$ cat config.mk
export PLATFORM = sky130hd
export DESIGN_NAME = ram_fifo_ctrl
export DESIGN_NICKNAME = d
export VERILOG_FILES = /design/src/rtl/ram_fifo_ctrl.sv
export SDC_FILE = /design/constraint.sdc
export NUM_CORES = 1
export LEC_CHECK = 0
export BUFFER_PORTS_ARGS = -buffer_cell sky130_fd_sc_hd__buf_4
export CAP_MARGIN = 5
export CELL_PAD_IN_SITES_DETAIL_PLACEMENT = 1
export CELL_PAD_IN_SITES_GLOBAL_PLACEMENT = 1
export CORE_ASPECT_RATIO = 0.9
export CORE_MARGIN = 10
export CORE_UTILIZATION = 25
export CTS_BUF_LIST = sky130_fd_sc_hd__clkbuf_8
export CTS_CLUSTER_DIAMETER = 100
export DETAILED_ROUTE_END_ITERATION = 8
export PLACE_DENSITY = 0.76
export SYNTH_ARGS = -nofsm -noshare
export SYNTH_HDL_FRONTEND = slang
export SYNTH_SLANG_ARGS = --single-unit
$ cat constraint.sdc
create_clock -name clock -period 5.92 [get_ports clock]
set_clock_uncertainty 0.05 [all_clocks]
set_input_delay 0.888 -clock clock [delete_from_list [all_inputs] [get_ports clock]]
set_output_delay 0.888 -clock clock [all_outputs]
set_load 0.05 [all_outputs]
$ cat src/rtl/ram_fifo_ctrl.sv
// FIFO controller for the 16x8 dual_port_ram: wrap-bit pointers, occupancy,
// sticky error flags and a read-valid strobe aligned with the RAM's registered output.
module ram_fifo_ctrl #(
    parameter int DATA_WIDTH = 8,
    parameter int ADDR_WIDTH = 4
) (
    input  logic                  clock,
    input  logic                  reset,
    input  logic                  flush,
    input  logic                  push,
    input  logic [DATA_WIDTH-1:0] din,
    input  logic                  pop,
    output logic                  ram_we,
    output logic [ADDR_WIDTH:0]   ram_wr_addr,
    output logic [DATA_WIDTH-1:0] ram_din,
    output logic                  ram_re,
    output logic [ADDR_WIDTH:0]   ram_rd_addr,
    output logic                  rvalid,
    output logic                  full,
    output logic                  empty,
    output logic [ADDR_WIDTH:0]   count,
    output logic                  overflow,
    output logic                  underflow
);

    logic [ADDR_WIDTH:0] wptr;
    logic [ADDR_WIDTH:0] rptr;
    logic                push_ok;
    logic                pop_ok;
    logic                clear;

    assign clear = reset | flush;

    assign empty = (wptr == rptr);
    assign full  = (wptr[ADDR_WIDTH-1:0] == rptr[ADDR_WIDTH-1:0]) &&
                   (wptr[ADDR_WIDTH] != rptr[ADDR_WIDTH]);
    assign count = wptr - rptr;

    // Strobes presented during reset/flush are dropped, so the RAM is not written or read.
    assign push_ok = push & ~full  & ~clear;
    assign pop_ok  = pop  & ~empty & ~clear;

    assign ram_we      = push_ok;
    assign ram_wr_addr = {1'b0, wptr[ADDR_WIDTH-1:0]};
    assign ram_din     = din;
    assign ram_re      = pop_ok;
    assign ram_rd_addr = {1'b0, rptr[ADDR_WIDTH-1:0]};

    always_ff @(posedge clock) begin
        if (clear) begin
            wptr      <= '0;
            rptr      <= '0;
            rvalid    <= 1'b0;
            overflow  <= 1'b0;
            underflow <= 1'b0;
        end else begin
            wptr   <= wptr + (ADDR_WIDTH+1)'(push_ok);
            rptr   <= rptr + (ADDR_WIDTH+1)'(pop_ok);
            rvalid <= pop_ok;
            if (push && full)
                overflow <= 1'b1;
            if (pop && empty)
                underflow <= 1'b1;
        end
    end

endmodule

==> Word-level counts from Yosys, hierarchy flattened <==
Cells that the tools add are included.
{ "word_totals": {"register_bits": 13} }
{ "op_classes": {"addsub": 3, "n_eq_ne": 3, "n_bitwise": 8, "n_reduce_logical": 3} }
{ "op_table": {"columns": ["cell", "n"], "rows": [
  ["5-bit by 1-bit adder with 5-bit output", 2],
  ["5-bit == test", 1],
  ["5-bit subtractor", 1],
  ["1-bit AND", 4],
  ["4-bit == test", 1],
  ["1-bit logical AND", 3],
  ["1-bit inverter", 3],
  ["1-bit inequality test", 1],
  ["1-bit bitwise OR", 1]
]} }

==> Longest topological paths before layout <==
Gate-level depths: netlist of run 1.
{ "depth": {"depth_word": 6, "mapped_depth": 10, "mapped_depth_nobuf": 10} }

==> Least setup slack after synthesis of run 1 <==
OpenSTA, ideal clock, no wires.
{ "synth_path": {"path_kind": "flip-flop to flip-flop", "startpoint": "register rptr[2]", "endpoint": "register wptr[4]", "arrival_time_ns": 2.908, "t_required_ns": 5.746, "slack_ns": 2.838, "stages_incl_launch_ff": 11, "path_buffers": 0, "synth_period_minus_slack_ns": 3.082, "path_cell_list": "dfxtp_1 inv_1 ha_1 nand4_1 nor2_1 nor2_1 ha_1 ha_1 nand3_1 xor2_1 nor2_1"} }
{ "synth_via": {"elab_chain_len": 6} }
{ "synth_lines": {"columns": ["element", "line_no", "rtl"], "rows": [
  ["from (decl)", "27", "logic [ADDR_WIDTH:0] rptr;"],
  ["from (signal assigned)", "58", "rptr <= rptr + (ADDR_WIDTH+1)'(pop_ok);"],
  ["4-bit == test", "35", "assign full = (wptr[ADDR_WIDTH-1:0] == rptr[ADDR_WIDTH-1:0]) &&"],
  ["1-bit logical AND", "35", null],
  ["via full", "19", "output logic full,"],
  ["1-bit inverter", "40", "assign push_ok = push & ~full & ~clear;"],
  ["1-bit AND (2 in a row)", "40", null],
  ["via ram_we", "13", "output logic ram_we,"],
  ["5-bit by 1-bit adder with 5-bit output", "57", "wptr <= wptr + (ADDR_WIDTH+1)'(push_ok);"],
  ["to (signal assigned)", "57", null],
  ["to (decl)", "26", "logic [ADDR_WIDTH:0] wptr;"]
]} }
The timed path passes the listed nets, and every way through them passes these cells.
A chain may end at the register's enable or synchronous reset.

==> Final worst setup path of run 1 <==
{ "layout_path": {"startpoint": "register wptr[0]", "endpoint": "output count[4]"} }
{ "layout_via": {"elab_chain_len": 1} }
{ "layout_lines": {"columns": ["element", "line_no", "rtl"], "rows": [
  ["5-bit subtractor", "37", "assign count = wptr - rptr;"],
  ["to (decl)", "21", "output logic [ADDR_WIDTH:0] count,"]
]} }
Every way passes these cells.

==> flow_metrics.env, run 1 <==
export IMPL_synth_top_family_by_area="buffers and inverters"
export IMPL_hp_class="flop to flop"
export IMPL_io_buffers=24
export IMPL_htree_levels=1
export IMPL_post_place_ws_ns=3.18
export IMPL_track_usage=0.0790
export IMPL_final_area_um2=970
export IMPL_yosys_area_share_simple=0.177
export IMPL_period_needed_ns=2.98
export IMPL_status="finished clean"
export IMPL_insertion_delay_ns=0.25
export IMPL_final_core_util=0.311
export IMPL_clk_pin_slew_worst_paths_ns=0.06
export IMPL_antenna_found_initial=0
export IMPL_grt_overflow=0
export IMPL_leakagePower_nw=0.468
export IMPL_drv_slew=0
export IMPL_powerDensity_nw_per_um2=190
export IMPL_postCtsHoldBufs=0
export IMPL_critPathLaunchType="flop"
export IMPL_fin_hold_ws_ns=0.443
export IMPL_drive_above_1_share=0.283
export IMPL_path_buf_inv=2
export IMPL_fill_cells=383
export IMPL_cts_resized=0
export IMPL_synth_yosys_warnings=0
export IMPL_setup_tns_ns=0
export IMPL_arrival_ns=2.05
export IMPL_hold_viol=0
export IMPL_synth_cells=96
export IMPL_critPathTopFamily="adder cells"
export IMPL_drtAntennaViolNets=0
export IMPL_cts_root_buf="clkbuf_8"
export IMPL_fin_cells=148
export IMPL_cp_cell_sequence="inv_1 > ha_1 > fa_1 > nand2b_1 > a21oi_1 > xnor2_1 > buf_4"
export IMPL_drc=0
export IMPL_core_um2=3110
export IMPL_cpPeakStageDelay_ns=0.40
export IMPL_gp_congestion=0.743
export IMPL_routedWlPerCell_um=14.2
export IMPL_fin_ws_ns=2.94
export IMPL_grt_max_degree=9
export IMPL_setup_violations_final=0
export IMPL_peakVddDrop_mv=0.0863
export IMPL_viasPerCell=4.16
export IMPL_drt_pass1_iterations=4
export IMPL_syn_area_um2=827
export IMPL_dp_hpwl_mm=1.76
export IMPL_synth_xor_area_frac=0.126
export IMPL_ios=43
export IMPL_muxShareOfSynthArea=0
export IMPL_routed_wl_mm=2.10
export IMPL_clock_sinks=13
export IMPL_synth_cell_type_count=22
export IMPL_num_rows=19
export IMPL_n_antenna_cell=0
export IMPL_die_h_um=74.6
export IMPL_crit_slowest_cell="fa_1"
export IMPL_drt_iter0_markers=13
export IMPL_rrSetupSlack_ns=3.62
export IMPL_rsz0062_at_grt="no"
export IMPL_grt_first_pass_wirelength_mm=3.62
export IMPL_dieArea_um2=6010
export IMPL_vias=615
export IMPL_layout_common_cells="buf_4, nor2_1, dfxtp_1"
export IMPL_crit_start="wptr[0]"
export IMPL_die_w_um=80.6
export IMPL_final_common_cell="buf_4"
export IMPL_cts_tree="yes"
export IMPL_synthAdderAreaFrac=0.145
export IMPL_cp_data_required_time_ns=4.98
export IMPL_numCtsBuffers=3
export IMPL_cp_end_kind="output pin"
export IMPL_grt_pass1_vias=727
export IMPL_synth_seq_cells=13
export IMPL_post_cts_setup_buffer_count=0
export IMPL_placed_area_um2=925
export IMPL_rr_startpoint="rptr[2]"
export IMPL_cap_violations=0
export IMPL_fmax_ghz=0.335
export IMPL_avgSynthCellArea_um2=8.62
export IMPL_initial_utilization=0.266
export IMPL_dpl_cell_count=144
export IMPL_finalPower_mw=0.184
export IMPL_syn_to_final_growth_pct=17.2
export IMPL_synth_compound_area_share=0.0333
export IMPL_cts_buffer_depth=2
export IMPL_path_max_fanout=3
export IMPL_finalCritPeriodShare=0.504
export IMPL_fin_nets=129
export IMPL_yosysSeqAreaShare=0.315
export IMPL_worstHoldStart="underflow"
export IMPL_criticalPathCategory="flop to output pin"
[registers in the layout, summed over array words and instances (netlist names)]
name and count:
underflow 1, rvalid 1, rptr 5, overflow 1, wptr 5
[power breakdown]
part	total, mW	switching, mW	internal (mW)
logic	0.0164	0.0116	0.00475
clock network	0.0795	0.0336	0.0459
registers	0.0884	0.000353	0.0881
[layout make-up]
type	count	area (um^2)	area share
multi-input combinational	58	405	0.418
sequential	13	260	0.268
timing repair buffer	24	180	0.186
tap	42	52.6	0.0542
clock buffer	3	41.3	0.0426
inverter	7	26.3	0.0271
clock inverter	1	3.75	0.00387
[layer usage]
layer | track usage | wire length [um]
met4 | 0.0508 | 51
met1 | 0.0852 | 889
met3 | 0.0337 | 200
met2 | 0.125 | 958
met5 | 0 | 0
[cells by family (layout without fill, tap and decap cells)]
kind of cell,after synthesis,after routing
xor gates and xnor gates,11,11
adders and majority gates,9,9
other,1,2
and+or+nand+nor,31,31
DFF,13,13
buffers and inverters,26,35
AOI/OAI and AO/OA,5,5
[synth_stat cells]
cell | n | area, um^2
buf_4 | 18 | 135
nor2_1 | 15 | 56.3
dfxtp_1 | 13 | 260
ha_1 | 8 | 100
inv_1 | 7 | 26.3
xnor2_1 | 6 | 52.6
and2_1 | 4 | 25.0
nand3_1 | 4 | 20.0
xor2_1 | 4 | 35.0
nand2_1 | 3 | 11.3
a21oi_1 | 2 | 10.0
a31oi_1 | 2 | 12.5
and4_1 | 1 | 8.76
clkbuf_1 | 1 | 3.75
conb_1 | 1 | 3.75
fa_1 | 1 | 20.0
nand2b_1 | 1 | 6.26
nand4_1 | 1 | 6.26
nor2_2 | 1 | 6.26
o21ai_0 | 1 | 5.00
or2_2 | 1 | 6.26
xor2_2 | 1 | 16.3
[worst paths after layout]
| kind | end | cells after the start |
|---|---|---|
| max | count[4] | 7 |
| min | underflow | 2 |
| max reg2reg | wptr[4] | 10 |
| min reg2reg | underflow | 2 |
[tightest hold or removal path, delay by kind of cell (launching register included)]
family / cells / cell delay, ns
flip-flops: 1 / 0.33
AO/OA/AOI/OAI: 1 / 0.04
AND/OR/NAND/NOR: 1 / 0.08
Power figures use the tool's default switching activity.
==> run 2: changes to the inputs <==
- PLACE_DENSITY: 0.76 -> 0.79
- clock period: 5.92 -> 2.4 ns (I/O delays scaled with it)
==> flow_metrics.env, run 2 (synthesis gave the netlist of run 1 again) <==
export IMPL_drive_above_1_share=0.349
export IMPL_grt_max_degree=9
export IMPL_drc=0
export IMPL_powerDensity_nw_per_um2=451
export IMPL_drt_pass1_iterations=2
export IMPL_cp_end_kind="output pin"
export IMPL_antenna_found_initial=0
export IMPL_setup_tns_ns=0
export IMPL_numCtsBuffers=3
export IMPL_routedWlPerCell_um=14.0
export IMPL_layout_common_cells="buf_4, nor2_1, dfxtp_1"
export IMPL_grt_pass1_vias=675
export IMPL_grt_first_pass_wirelength_mm=3.33
export IMPL_drt_iter0_markers=16
export IMPL_gp_congestion=0.738
export IMPL_htree_levels=1
export IMPL_syn_to_final_growth_pct=23.0
export IMPL_rsz0062_at_grt="no"
export IMPL_hold_viol=0
export IMPL_post_place_ws_ns=0.181
export IMPL_period_needed_ns=2.32
export IMPL_dieArea_um2=6010
export IMPL_vias=614
export IMPL_die_h_um=74.6
export IMPL_die_w_um=80.6
export IMPL_hp_class="primary input to flop"
export IMPL_leakagePower_nw=0.473
export IMPL_cap_violations=0
export IMPL_final_common_cell="buf_4"
export IMPL_fin_hold_ws_ns=0.325
export IMPL_finalPower_mw=0.459
export IMPL_num_rows=19
export IMPL_initial_utilization=0.266
export IMPL_path_max_fanout=3
export IMPL_ios=43
export IMPL_viasPerCell=4.15
export IMPL_drv_slew=0
export IMPL_cts_root_buf="clkbuf_8"
export IMPL_rrSetupSlack_ns=0.17
export IMPL_fin_nets=129
export IMPL_io_buffers=24
export IMPL_cts_tree="yes"
export IMPL_dp_hpwl_mm=1.75
export IMPL_status="finished clean"
export IMPL_drtAntennaViolNets=0
export IMPL_setup_violations_final=0
export IMPL_post_cts_setup_buffer_count=0
export IMPL_clk_pin_slew_worst_paths_ns=0.06
export IMPL_cts_buffer_depth=2
export IMPL_insertion_delay_ns=0.25
export IMPL_arrival_ns=1.91
export IMPL_n_antenna_cell=0
export IMPL_placed_area_um2=965
export IMPL_critPathLaunchType="flop"
export IMPL_fin_ws_ns=0.0805
export IMPL_fill_cells=384
export IMPL_track_usage=0.0729
export IMPL_core_um2=3110
export IMPL_grt_overflow=0
export IMPL_peakVddDrop_mv=0.137
export IMPL_clock_sinks=13
export IMPL_final_area_um2=1020
export IMPL_cp_data_required_time_ns=1.99
export IMPL_finalCritPeriodShare=0.966
export IMPL_routed_wl_mm=2.08
export IMPL_fmax_ghz=0.431
export IMPL_top_regs="rptr (5), wptr (5)"
export IMPL_criticalPathCategory="flop to output pin"
==> run 2: changes by cell type in the layout (fill, tap and decap cells not counted) <==
cell / change
nor2_1: -3
dfxtp_2: +1
a21oi_1: -1
fa_2: +1
ha_4: +1
ha_1: -1
nor2_2: -1
dfxtp_1: -1
nor2_4: +4
fa_1: -1
a21oi_2: +1
==> run 2: through the flow <==
step	utilization	cells
finish	0.327	148
global route	0.327	148
detailed placement	0.310	144
CTS	0.326	148
global placement	0.310	144
floorplan	-	97
==> run 2: cell type report <==
class                      count  area (um^2)  area share
multi-input combinational     58          452       0.444
sequential                    13          262       0.257
timing repair buffer          24          180       0.177
tap                           42         52.6      0.0517
clock buffer                   3         41.3      0.0406
inverter                       7         26.3      0.0258
clock inverter                 1         3.75     0.00369
==> run 2: final timing paths <==
path | from | to | cells after the start
worst max-delay path | wptr[0] | count[4] | 7
worst min-delay path | pop | underflow | 3
worst max register to register | rptr[1] | rptr[4] | 10
worst min register to register | underflow | underflow | 2
==> run 2: metal layers <==
| layer | vias up | routed length [um] | GRT usage |
|---|---|---|---|
| met1 | 284 | 871 | 0.0743 |
| met3 | 6 | 219 | 0.0410 |
| met5 | - | 0 | 0 |
| li1 | 303 | - | - |
| met4 | 0 | 25 | 0.0391 |
| met2 | 21 | 960 | 0.117 |
==> run 2: what timing repair did <==
item,CTS,global route
hold buffers,0,0
endpoints found under the setup margin,1,1
gates resized for setup,2,1
pin swaps,0,0
==> run 2: worst max-delay path, cell delays in order, from the launching register on <==
cell	delay [ns]
dfxtp_2	0.34
inv_1	0.04
ha_1	0.22
fa_2	0.36
nand2b_1	0.17
a21oi_2	0.16
xnor2_1	0.14
buf_4	0.22
==> run 2: power by group <==
group / leakage (nW) / internal, mW / switching (mW) / total, mW
clock: 0.0269 / 0.113 / 0.0853 / 0.198
sequential: 0.105 / 0.217 / 0.000877 / 0.218
combinational: 0.341 / 0.0124 / 0.0302 / 0.0426
